### src/rtl/native_mem_to_wishbone.sv
// native_mem_to_wishbone
// Bridges a native memory request interface onto a Wishbone classic bus as
// master. One request is captured, a single classic cycle is run until ack,
// and a one-cycle response pulse is returned to the native side.
// Optional feature macro: NATIVE_MEM_TO_WISHBONE_TIMEOUT_EN
//   When defined, an ack wait limit of timeout_cycles clocks aborts the cycle,
//   sets the sticky bus_err_o flag and returns 32'hFFFF_FFFF for reads.
module native_mem_to_wishbone #(
    parameter int address_width  = 16,
    parameter int timeout_cycles = 255
) (
    input  logic                     i_wb_clk,
    input  logic                     i_wb_rst,
    input  logic [address_width-1:0] address_i,
    input  logic [31:0]              data_i,
    input  logic [3:0]               write_strb_i,
    input  logic                     data_valid_i,
    output logic [31:0]              data_o,
    output logic                     data_valid_o,
    output logic                     busy_o,
    output logic                     bus_err_o,
    output logic [address_width-3:0] o_wb_adr,
    output logic [31:0]              o_wb_dat,
    output logic [3:0]               o_wb_sel,
    output logic                     o_wb_we,
    output logic                     o_wb_cyc,
    output logic                     o_wb_stb,
    input  logic [31:0]              i_wb_rdt,
    input  logic                     i_wb_ack
);

    typedef enum logic [1:0] {
        IDLE  = 2'd0,
        CYCLE = 2'd1,
        RESP  = 2'd2
    } state_t;

    // Elaboration-time guard on the ack wait limit.
    if ((timeout_cycles < 1) || (timeout_cycles > 65535)) begin : g_bad_timeout
        $error("timeout_cycles must lie in 1..65535");
    end

    state_t                   state_q;
    logic [31:0]              data_q;
    logic                     data_valid_q;
    logic                     busy_q;
    logic                     bus_err_q;
    logic [address_width-3:0] adr_q;
    logic [31:0]              dat_q;
    logic [3:0]               sel_q;
    logic                     we_q;
    logic                     cyc_q;

    // Byte-lane bits of the native address play no part in a word access.
    logic unused_addr_lsb_s;
    assign unused_addr_lsb_s = ^address_i[1:0];

`ifdef NATIVE_MEM_TO_WISHBONE_TIMEOUT_EN
    localparam int CNT_W = $clog2(timeout_cycles + 1);
    // Counter value seen in the last CYCLE clock before the limit is reached.
    localparam logic [CNT_W-1:0] CNT_LAST = CNT_W'(timeout_cycles - 1);
    logic [CNT_W-1:0] cnt_q;
`endif

    // Bridge FSM: capture request, run one classic cycle, pulse the response.
    always_ff @(posedge i_wb_clk or posedge i_wb_rst) begin
        if (i_wb_rst) begin
            state_q      <= IDLE;
            data_q       <= 32'h0000_0000;
            data_valid_q <= 1'b0;
            busy_q       <= 1'b0;
            bus_err_q    <= 1'b0;
            adr_q        <= '0;
            dat_q        <= 32'h0000_0000;
            sel_q        <= 4'h0;
            we_q         <= 1'b0;
            cyc_q        <= 1'b0;
`ifdef NATIVE_MEM_TO_WISHBONE_TIMEOUT_EN
            cnt_q        <= '0;
`endif
        end else begin
            data_valid_q <= 1'b0;
            case (state_q)
                IDLE: begin
                    if (data_valid_i) begin
                        adr_q   <= address_i[address_width-1:2];
                        dat_q   <= data_i;
                        we_q    <= |write_strb_i;
                        sel_q   <= (|write_strb_i) ? write_strb_i : 4'hF;
                        cyc_q   <= 1'b1;
                        busy_q  <= 1'b1;
                        state_q <= CYCLE;
`ifdef NATIVE_MEM_TO_WISHBONE_TIMEOUT_EN
                        cnt_q   <= '0;
`endif
                    end else begin
                        state_q <= IDLE;
                    end
                end
                CYCLE: begin
                    if (i_wb_ack) begin
                        // Ack wins even when it coincides with the wait limit.
                        cyc_q        <= 1'b0;
                        we_q         <= 1'b0;
                        data_valid_q <= 1'b1;
                        state_q      <= RESP;
                        if (!we_q) begin
                            data_q <= i_wb_rdt;
                        end else begin
                            data_q <= data_q;
                        end
`ifdef NATIVE_MEM_TO_WISHBONE_TIMEOUT_EN
                    end else if (cnt_q == CNT_LAST) begin
                        cyc_q        <= 1'b0;
                        we_q         <= 1'b0;
                        data_valid_q <= 1'b1;
                        bus_err_q    <= 1'b1;
                        state_q      <= RESP;
                        if (!we_q) begin
                            data_q <= 32'hFFFF_FFFF;
                        end else begin
                            data_q <= data_q;
                        end
                    end else begin
                        cnt_q <= cnt_q + CNT_W'(1);
                    end
`else
                    end else begin
                        state_q <= CYCLE;
                    end
`endif
                end
                RESP: begin
                    busy_q  <= 1'b0;
                    state_q <= IDLE;
                end
                default: begin
                    cyc_q   <= 1'b0;
                    we_q    <= 1'b0;
                    busy_q  <= 1'b0;
                    state_q <= IDLE;
                end
            endcase
        end
    end

    assign data_o       = data_q;
    assign data_valid_o = data_valid_q;
    assign busy_o       = busy_q;
`ifdef NATIVE_MEM_TO_WISHBONE_TIMEOUT_EN
    assign bus_err_o    = bus_err_q;
`else
    assign bus_err_o    = 1'b0;
    logic unused_bus_err_s;
    assign unused_bus_err_s = bus_err_q;
`endif
    assign o_wb_adr     = adr_q;
    assign o_wb_dat     = dat_q;
    assign o_wb_sel     = sel_q;
    assign o_wb_we      = we_q;
    assign o_wb_cyc     = cyc_q;
    assign o_wb_stb     = cyc_q;

endmodule

### config.mk
export PLATFORM = sky130hd
export DESIGN_NAME = native_mem_to_wishbone
export DESIGN_NICKNAME = d
export VERILOG_FILES = /design/src/rtl/native_mem_to_wishbone.sv
export SDC_FILE = /design/constraint.sdc
export NUM_CORES = 1
export LEC_CHECK = 0
export BUFFER_PORTS_ARGS = -buffer_cell sky130_fd_sc_hd__buf_4
export CAP_MARGIN = 20
export CORE_MARGIN = 10
export CORE_UTILIZATION = 40
export CTS_CLUSTER_DIAMETER = 30
export DETAILED_ROUTE_END_ITERATION = 8
export PLACE_DENSITY = 0.72
export SLEW_MARGIN = 20
export SYNTH_ARGS = -nofsm -noshare
export SYNTH_HDL_FRONTEND = slang
export SYNTH_SLANG_ARGS = --single-unit
### constraint.sdc
create_clock -name i_wb_clk -period 3.3 [get_ports i_wb_clk]
set_input_delay 0.33 -clock i_wb_clk [delete_from_list [all_inputs] [get_ports i_wb_clk]]
set_output_delay 0.33 -clock i_wb_clk [all_outputs]
set_load 0.1 [all_outputs]
==> results of run 1 <==
stage by stage:
step	hold slack, ns	utilization
after floorplan	0.478	-
after global placement	0.465	0.577
after detailed placement	0.479	0.577
after CTS	0.192	0.601
after global routing	0.190	0.601
final	0.170	0.601
worst reg2reg max path, stage by stage, from the launching register on:
cell     delay, ns
dfrtp_1       0.46
and3b_1       0.26
nor2b_4       0.54
buf_12        0.27
mux2_4        0.32
routing by layer:
metal	track usage	routed length (um)
met3	0.0740	927
met1	0.162	3810
met5	0	0
met2	0.206	4140
met4	0.0372	92
cell families after synthesis:
family                 count (synthesis)
AND/OR/NAND/NOR                       18
buffers and inverters                 15
multiplexers                          78
flip-flops                            87
AO/OA/AOI/OAI                         10
other                                  1
Yosys cell counts:
library cell / n
a21o_1: 1
a21oi_1: 6
a32oi_1: 1
and2b_1: 1
and3b_1: 1
buf_12: 3
buf_2: 2
buf_4: 6
buf_6: 1
conb_1: 1
dfrtp_1: 87
inv_1: 3
mux2_2: 48
mux2_4: 30
nand2_1: 1
nand2b_1: 1
nor2_1: 10
nor2b_1: 1
nor2b_4: 1
nor3b_1: 1
nor4_1: 1
o21ai_0: 1
o31ai_1: 1
how the worst max path moves through the flow:
| stage | from | to |
|---|---|---|
| after floorplan | i_wb_rst | busy_o$_DFFE_PP0P_ |
| after global placement | data_valid_o$_DFF_PP0_ | data_o[5]$_DFFE_PP0P_ |
| after detailed placement | data_valid_o$_DFF_PP0_ | data_o[2]$_DFFE_PP0P_ |
| after CTS | data_valid_o$_DFF_PP0_ | data_o[2]$_DFFE_PP0P_ |
| after global routing | data_valid_o$_DFF_PP0_ | data_o[29]$_DFFE_PP0P_ |
| final | data_valid_o$_DFF_PP0_ | data_o[16]$_DFFE_PP0P_ |
cell type report:
cell class | instances | area share
Tap cell | 105 | 0.0262
Sequential cell | 87 | 0.434
Clock buffer | 10 | 0.0255
Multi-Input combinational cell | 107 | 0.231
Inverter | 3 | 0.00250
Clock inverter | 4 | 0.0145
Timing Repair Buffer | 176 | 0.266
sequential cells by signal, summed over array words and instances, names as in the netlist:
| signal | count |
|---|---|
| data_o | 32 |
| state_q | 1 |
| o_wb_we | 1 |
| data_valid_o | 1 |
| busy_o | 1 |
| o_wb_dat | 32 |
| o_wb_cyc | 1 |
| o_wb_adr | 14 |
| o_wb_sel | 4 |
==> results.py, run 1 <==
metrics = {
    "timing": {
        "fin_setup_tns_ns": 0,
        "setup_slack_ns": 1.35,
        "rsz0062_at_grt": "no",
        "max-slew-margin-rel": 0.380,
        "tightest_slew_ns": 0.929,
        "setup_viol": 0,
        "fmax_mhz": 512,
        "finalCriticalPeriod_ns": 1.95,
        "hold_violations": 0,
        "fin_skew_ns": 0.0103,
        "slew_viol_final": 0,
        "finalCritPeriodShare": 0.592,
    },
    "clock_network": {
        "cts_tree": "done",
        "cts_htree_levels": 3,
        "ctsRootBufferMaster": "clkbuf_8",
        "postCtsSetupRepairBufs": 0,
        "cts_resized": 0,
        "cts_buffers": 9,
        "ctsHoldBuffers": 0,
        "clockBufferDepth": 2,
        "cts_sinks": 87,
        "clk-insertion-delay-late_ns": 0.34,
        "clk_pin_slew_ns": 0.08,
    },
    "worst_setup_path": {
        "r2r-end": "data_o[16]$_DFFE_PP0P_",
        "critical_path.max_fanout": 18,
        "worstPathArrival_ns": 2.18,
        "cpPeakStageDelay_ns": 0.54,
        "slowest_stage": "nor2b_4",
        "cp-start-kind": "flip-flop",
        "path_class": "flip-flop to flip-flop",
        "crit_cells": 4,
        "required_ns": 3.52,
        "critPathTopFamily": "simple AND/OR/NAND/NOR gates",
        "reg2reg_depth": 4,
        "worst-path-buf-inv": 1,
        "r2r_slack_ns": 1.35,
        "reg2reg_from": "data_valid_o$_DFF_PP0_",
        "path_cells": "and3b_1 > nor2b_4 > buf_12 > mux2_4",
        "end_kind": "flip-flop",
    },
    "synth": {
        "synth-compound-area-share": 0.0170,
        "synth_top_area_cell": "dfrtp_1",
        "ys_top_cells_by_area": "dfrtp_1 63%, mux2_2 16%, mux2_4 13%, buf_12 1.7%, buf_4 1.3%",
        "yosysSeqAreaShare": 0.628,
        "yosys_register_bits": 87,
        "syn_avg_cell_area_um2": 16.6,
        "syn-cell-area_mm2": 0.00347,
        "synthXorXnorAreaFrac": 0,
        "synth-adder-area-share": 0,
        "synth_top_area_share": 0.628,
        "synth_cell_types": 23,
        "synth_top_family_by_area": "multiplexers",
        "syn_nets": 297,
        "synthMuxAreaShare": 0.286,
        "synthSimpleGateAreaFrac": 0.0282,
        "synth_cells": 209,
        "synth_warnings": 0,
    },
    "placed_design": {
        "dp.cells": 478,
        "placed_area_mm2": 0.00481,
        "gp_congestion": 0.721,
        "dpl.hpwl_mm": 7.02,
        "pre_cts_ws_ns": 1.32,
        "io_buffers": 172,
    },
    "finish": {
        "diodes": 0,
        "fin_cells": 492,
        "multi_input_area_mm2": 0.00116,
        "fillerInstances": 659,
        "final_common_cell": "buf_4",
        "design_area_mm2": 0.00501,
        "regArea_mm2": 0.00218,
        "final_nets": 472,
        "final_cell_mix": "175 x buf_4, 87 x dfrtp_1, 48 x mux2_2",
        "drive_above_1_share": 0.698,
        "syn_to_final_growth_pct": 44.6,
    },
    "floorplanning": {
        "die_w_um": 113,
        "start_util": 0.416,
        "pin_count": 176,
        "fp.dieH_um": 113,
        "row_count": 33,
        "die_area_mm2": 0.0128,
        "core-area_mm2": 0.00834,
    },
    "drt": {
        "route.antenna.remaining_nets": 0,
        "wl_mm": 8.96,
        "drt_pass1_iterations": 4,
        "drc": 0,
        "vias": 2316,
        "drt-wirelength-per-cell_um": 18.2,
        "vias_per_cell": 4.71,
        "drt_iter0_markers": 115,
    },
    "global_routing": {
        "grt_pass1_wl_mm": 13.9,
        "grt_remaining_overflow": 0,
        "grt_use_total": 0.135,
        "grt_start_max_net_pins": 56,
        "antenna_found_initial": 0,
        "first_global_vias": 2577,
    },
    "hold_path": {
        "hp-class": "input port to asynchronous set/reset pin",
    },
    "run": {
        "cap_violations": 0,
    },
    "run_status": {
        "outcome": "complete, no violations",
    },
}
Power of run 1 is not shown: default switching activity piles up to over one toggle a cycle in this logic, so the estimate is an artifact.
==> run 2: changes to the inputs <==
Settings changed: PLACE_DENSITY 0.72 to 0.75.
Clock period 3.3 ns to 1.7 ns, I/O delays scaled along.
==> results.py, run 2 (synthesis results as in run 1) <==
metrics = {
    "run_status": {
        "outcome": "complete, no violations",
    },
    "clock_network": {
        "clk-insertion-delay-late_ns": 0.35,
        "cts_htree_levels": 3,
        "postCtsSetupRepairBufs": 0,
        "cts_resized": 0,
        "clockBufferDepth": 2,
        "cts_tree": "done",
        "ctsRootBufferMaster": "clkbuf_8",
        "clk_pin_slew_ns": 0.10,
        "cts_sinks": 87,
        "cts_buffers": 9,
    },
    "finish": {
        "regArea_mm2": 0.00218,
        "fillerInstances": 655,
        "syn_to_final_growth_pct": 47.5,
        "fin_cells": 498,
        "diodes": 0,
        "drive_above_1_share": 0.707,
        "final_cell_mix": "174 x buf_4, 85 x dfrtp_1, 48 x mux2_2",
        "final_nets": 476,
        "multi_input_area_mm2": 0.00116,
        "final_common_cell": "buf_4",
    },
    "timing": {
        "fin_setup_tns_ns": 0,
        "tightest_slew_ns": 0.509,
        "finalCritPeriodShare": 0.962,
        "finalCriticalPeriod_ns": 1.64,
        "max-slew-margin-rel": 0.660,
        "slew_viol_final": 0,
        "hold_violations": 0,
        "rsz0062_at_grt": "no",
        "fmax_mhz": 611,
        "setup_viol": 0,
        "fin_skew_ns": 0.0135,
    },
    "floorplanning": {
        "start_util": 0.416,
        "row_count": 33,
        "fp.dieH_um": 113,
        "core-area_mm2": 0.00834,
        "pin_count": 176,
        "die_area_mm2": 0.0128,
        "die_w_um": 113,
    },
    "drt": {
        "route.antenna.remaining_nets": 0,
        "vias": 2356,
        "drt-wirelength-per-cell_um": 18.5,
        "wl_mm": 9.22,
        "drc": 0,
        "drt_pass1_iterations": 4,
        "drt_iter0_markers": 84,
        "vias_per_cell": 4.73,
    },
    "placed_design": {
        "gp_congestion": 0.731,
        "dp.cells": 480,
        "dpl.hpwl_mm": 7.02,
        "io_buffers": 172,
    },
    "worst_setup_path": {
        "worstPathArrival_ns": 1.88,
        "cp-start-kind": "flip-flop",
        "end_kind": "flip-flop",
        "critical_path.max_fanout": 16,
        "required_ns": 1.94,
        "path_class": "flip-flop to flip-flop",
    },
    "global_routing": {
        "first_global_vias": 2629,
        "grt_remaining_overflow": 0,
        "grt_pass1_wl_mm": 14.2,
        "grt_use_total": 0.138,
        "antenna_found_initial": 0,
        "grt_start_max_net_pins": 45,
    },
    "hold_path": {
        "hp-class": "input port to flip-flop",
    },
    "run": {
        "cap_violations": 0,
    },
}
-- run 2: cell count changes in the layout (fill, tap and decap cells not counted), moves of 2 or more --
cell / change
dfrtp_1: -2
buf_12: +3
clkinvlp_4: +2
inv_6: +2
-- run 2: worst paths after layout --
path	to	slack, ns	start	cells after the start
setup / recovery	data_o[20]$_DFFE_PP0P_	0.06	data_valid_o$_DFF_PP0_	4
hold / removal	data_o[11]$_DFFE_PP0P_	0.05	i_wb_rdt[11]	2
setup reg to reg	data_o[20]$_DFFE_PP0P_	0.06	data_valid_o$_DFF_PP0_	4
hold reg to reg	busy_o$_DFFE_PP0P_	0.51	busy_o$_DFFE_PP0P_	1
max in group asynchronous	o_wb_dat[20]$_DFFE_PP0P_	0.75	i_wb_rst	4
min in group asynchronous	data_o[20]$_DFFE_PP0P_	0.41	i_wb_rst	3
-- run 2: critical path, stage by stage (launching register included) --
cell and delay (ns):
dfrtp_4 0.53, and3b_1 0.24, nor2b_4 0.21, clkbuf_16 0.24
mux2_4 0.31
-- run 2: repair_timing --
action / 4_1_cts / 5_1_grt
hold endpoints to repair: 19 / 0
hold buffers: 1 / 0
endpoints found under the setup margin: 0 / 2
-- run 2: final cells by class --
type	count	share of cell area
Clock buffer	10	0.0269
Clock inverter	6	0.0132
Inverter	3	0.00294
Timing Repair Buffer	180	0.278
Sequential cell	87	0.427
Multi-Input combinational cell	107	0.226
Tap cell	105	0.0257
-- run 2: layer usage --
layer	part of all wire	vias up	GRT usage	wire (um)
met5	0	-	0	0
met4	0.0071	0	0.0305	65
met3	0.12	6	0.0835	1150
met2	0.47	122	0.215	4350
met1	0.40	1151	0.157	3660
li1	-	1077	-	-
-- run 2: metrics by stage --
| stage | worst slack (ns) | area, um^2 | utilization | hold slack [ns] |
|---|---|---|---|---|
| 5_1_grt | 0.0155 | 5110 | 0.613 | 0.00926 |
| 4_1_cts | 0.0206 | 5090 | 0.610 | 0.0288 |
| 3_5_place_dp | 0.0431 | 4870 | 0.584 | 0.232 |
| 2_1_floorplan | -0.00735 | 3470 | - | 0.318 |
| 3_3_place_gp | 0.0629 | 4870 | 0.584 | 0.234 |
| 6_report | 0.0639 | 5110 | 0.613 | 0.0455 |
Power of run 2 is left out for the same reason.
==> run 3: changes to the inputs <==
Settings changed: CORE_UTILIZATION 40 to 41, PLACE_DENSITY 0.75 to 0.76, SKIP_CTS_REPAIR_TIMING from default to 1.
==> results.py, run 3 (synthesis results as in run 1) <==
metrics = {
    "run_status": {
        "outcome": "complete, no violations",
    },
    "timing": {
        "fin_setup_tns_ns": 0,
        "finalCriticalPeriod_ns": 1.65,
        "fin_skew_ns": 0.0154,
        "setup_viol": 0,
        "fmax_mhz": 606,
        "whs_ns": 0.0493,
        "hold_violations": 0,
        "finalCritPeriodShare": 0.971,
        "slew_viol_final": 0,
        "rsz0062_at_grt": "yes",
    },
    "worst_setup_path": {
        "reg2reg_from": "data_valid_o$_DFF_PP0_",
        "reg2reg_depth": 4,
        "r2r-end": "data_o[24]$_DFFE_PP0P_",
        "cp-start-kind": "flip-flop",
        "path_class": "flip-flop to flip-flop",
        "end_kind": "flip-flop",
        "worstPathArrival_ns": 1.88,
        "required_ns": 1.93,
        "r2r_slack_ns": 0.05,
        "critical_path.max_fanout": 16,
    },
    "global_routing": {
        "antenna_found_initial": 0,
        "grt_start_max_net_pins": 88,
        "grt_remaining_overflow": 0,
        "grt_pass1_wl_mm": 14.5,
        "first_global_vias": 2618,
        "grt_use_total": 0.142,
    },
    "drt": {
        "vias_per_cell": 4.74,
        "route.antenna.remaining_nets": 0,
        "drt_pass1_iterations": 4,
        "vias": 2351,
        "drt_iter0_markers": 71,
        "drt-wirelength-per-cell_um": 18.4,
        "drc": 0,
        "wl_mm": 9.12,
    },
    "clock_network": {
        "cts_sinks": 87,
        "cts_htree_levels": 3,
        "clk_pin_slew_ns": 0.09,
        "ctsRootBufferMaster": "clkbuf_8",
        "clockBufferDepth": 2,
        "clk-insertion-delay-late_ns": 0.34,
        "cts_buffers": 9,
        "cts_tree": "done",
    },
    "floorplanning": {
        "die_area_mm2": 0.0125,
        "pin_count": 176,
        "start_util": 0.422,
        "fp.dieH_um": 112,
        "core-area_mm2": 0.00822,
        "die_w_um": 112,
        "row_count": 33,
    },
    "finish": {
        "fillerInstances": 642,
        "regArea_mm2": 0.00218,
        "design_area_mm2": 0.00511,
        "final_cell_mix": "173 x buf_4, 85 x dfrtp_1, 46 x mux2_2",
        "drive_above_1_share": 0.703,
        "syn_to_final_growth_pct": 47.4,
        "final_nets": 474,
        "multi_input_area_mm2": 0.00116,
        "diodes": 0,
        "final_common_cell": "buf_4",
    },
    "placed_design": {
        "gp_congestion": 0.755,
        "io_buffers": 172,
        "placed_area_mm2": 0.00484,
        "dpl.hpwl_mm": 6.74,
    },
    "run": {
        "cap_violations": 0,
    },
    "hold_path": {
        "worstHoldPathCells": 2,
        "hp-class": "input port to flip-flop",
        "min_from": "data_i[11]",
        "min_to": "o_wb_dat[11]$_DFFE_PP0P_",
    },
}
[run 3: cell types whose count changed in the layout (fill, tap and decap cells not counted), sizes merged]
cell      delta
buf          -2
clkinv       +2
clkinvlp     -2
inv          -2
bufinv       +1
clkbuf       +1
[run 3: how the worst max path moves through the flow]
stage | startpoint | to | depth (start not counted)
2_1_floorplan | data_valid_o$_DFF_PP0_ | data_o[0]$_DFFE_PP0P_ | 5
4_1_cts | data_valid_o$_DFF_PP0_ | data_o[27]$_DFFE_PP0P_ | 4
6_report | data_valid_o$_DFF_PP0_ | data_o[24]$_DFFE_PP0P_ | 4
3_5_place_dp | data_valid_o$_DFF_PP0_ | data_o[27]$_DFFE_PP0P_ | 4
5_1_grt | data_valid_o$_DFF_PP0_ | data_o[23]$_DFFE_PP0P_ | 4
3_3_place_gp | data_valid_o$_DFF_PP0_ | data_o[28]$_DFFE_PP0P_ | 4
[run 3: area by class of cell]
type                    count  area share
repair buffers            178       0.273
multi-input cells         107       0.228
inverters                   3     0.00294
well taps                 105      0.0257
clock inverters             5      0.0162
flip-flops and latches     87       0.427
clock buffers              11      0.0277
[run 3: stage by stage]
| step | utilization | setup WS (ns) | cells |
|---|---|---|---|
| after floorplan | - | -0.00735 | 209 |
| after global placement | 0.589 | 0.0563 | 478 |
| after detailed placement | 0.589 | 0.0211 | 478 |
| after CTS | 0.617 | 0.00279 | 494 |
| after global routing | 0.622 | -0.0102 | 496 |
| final | 0.622 | 0.0499 | 496 |
[run 3: critical path: stages (launching register included)]
cell       delay [ns]
dfrtp_4          0.52
and3b_1          0.25
nor2b_4          0.22
clkbuf_16        0.24
mux2_4           0.31
[run 3: layer usage]
layer	vias to the layer above	GRT usage	wire, um
li1	1078	-	-
met1	1158	0.160	3470
met2	108	0.220	4350
met3	7	0.0880	1220
met4	0	0.0431	87
met5	-	0	0
Power of run 3 is left out for the same reason.
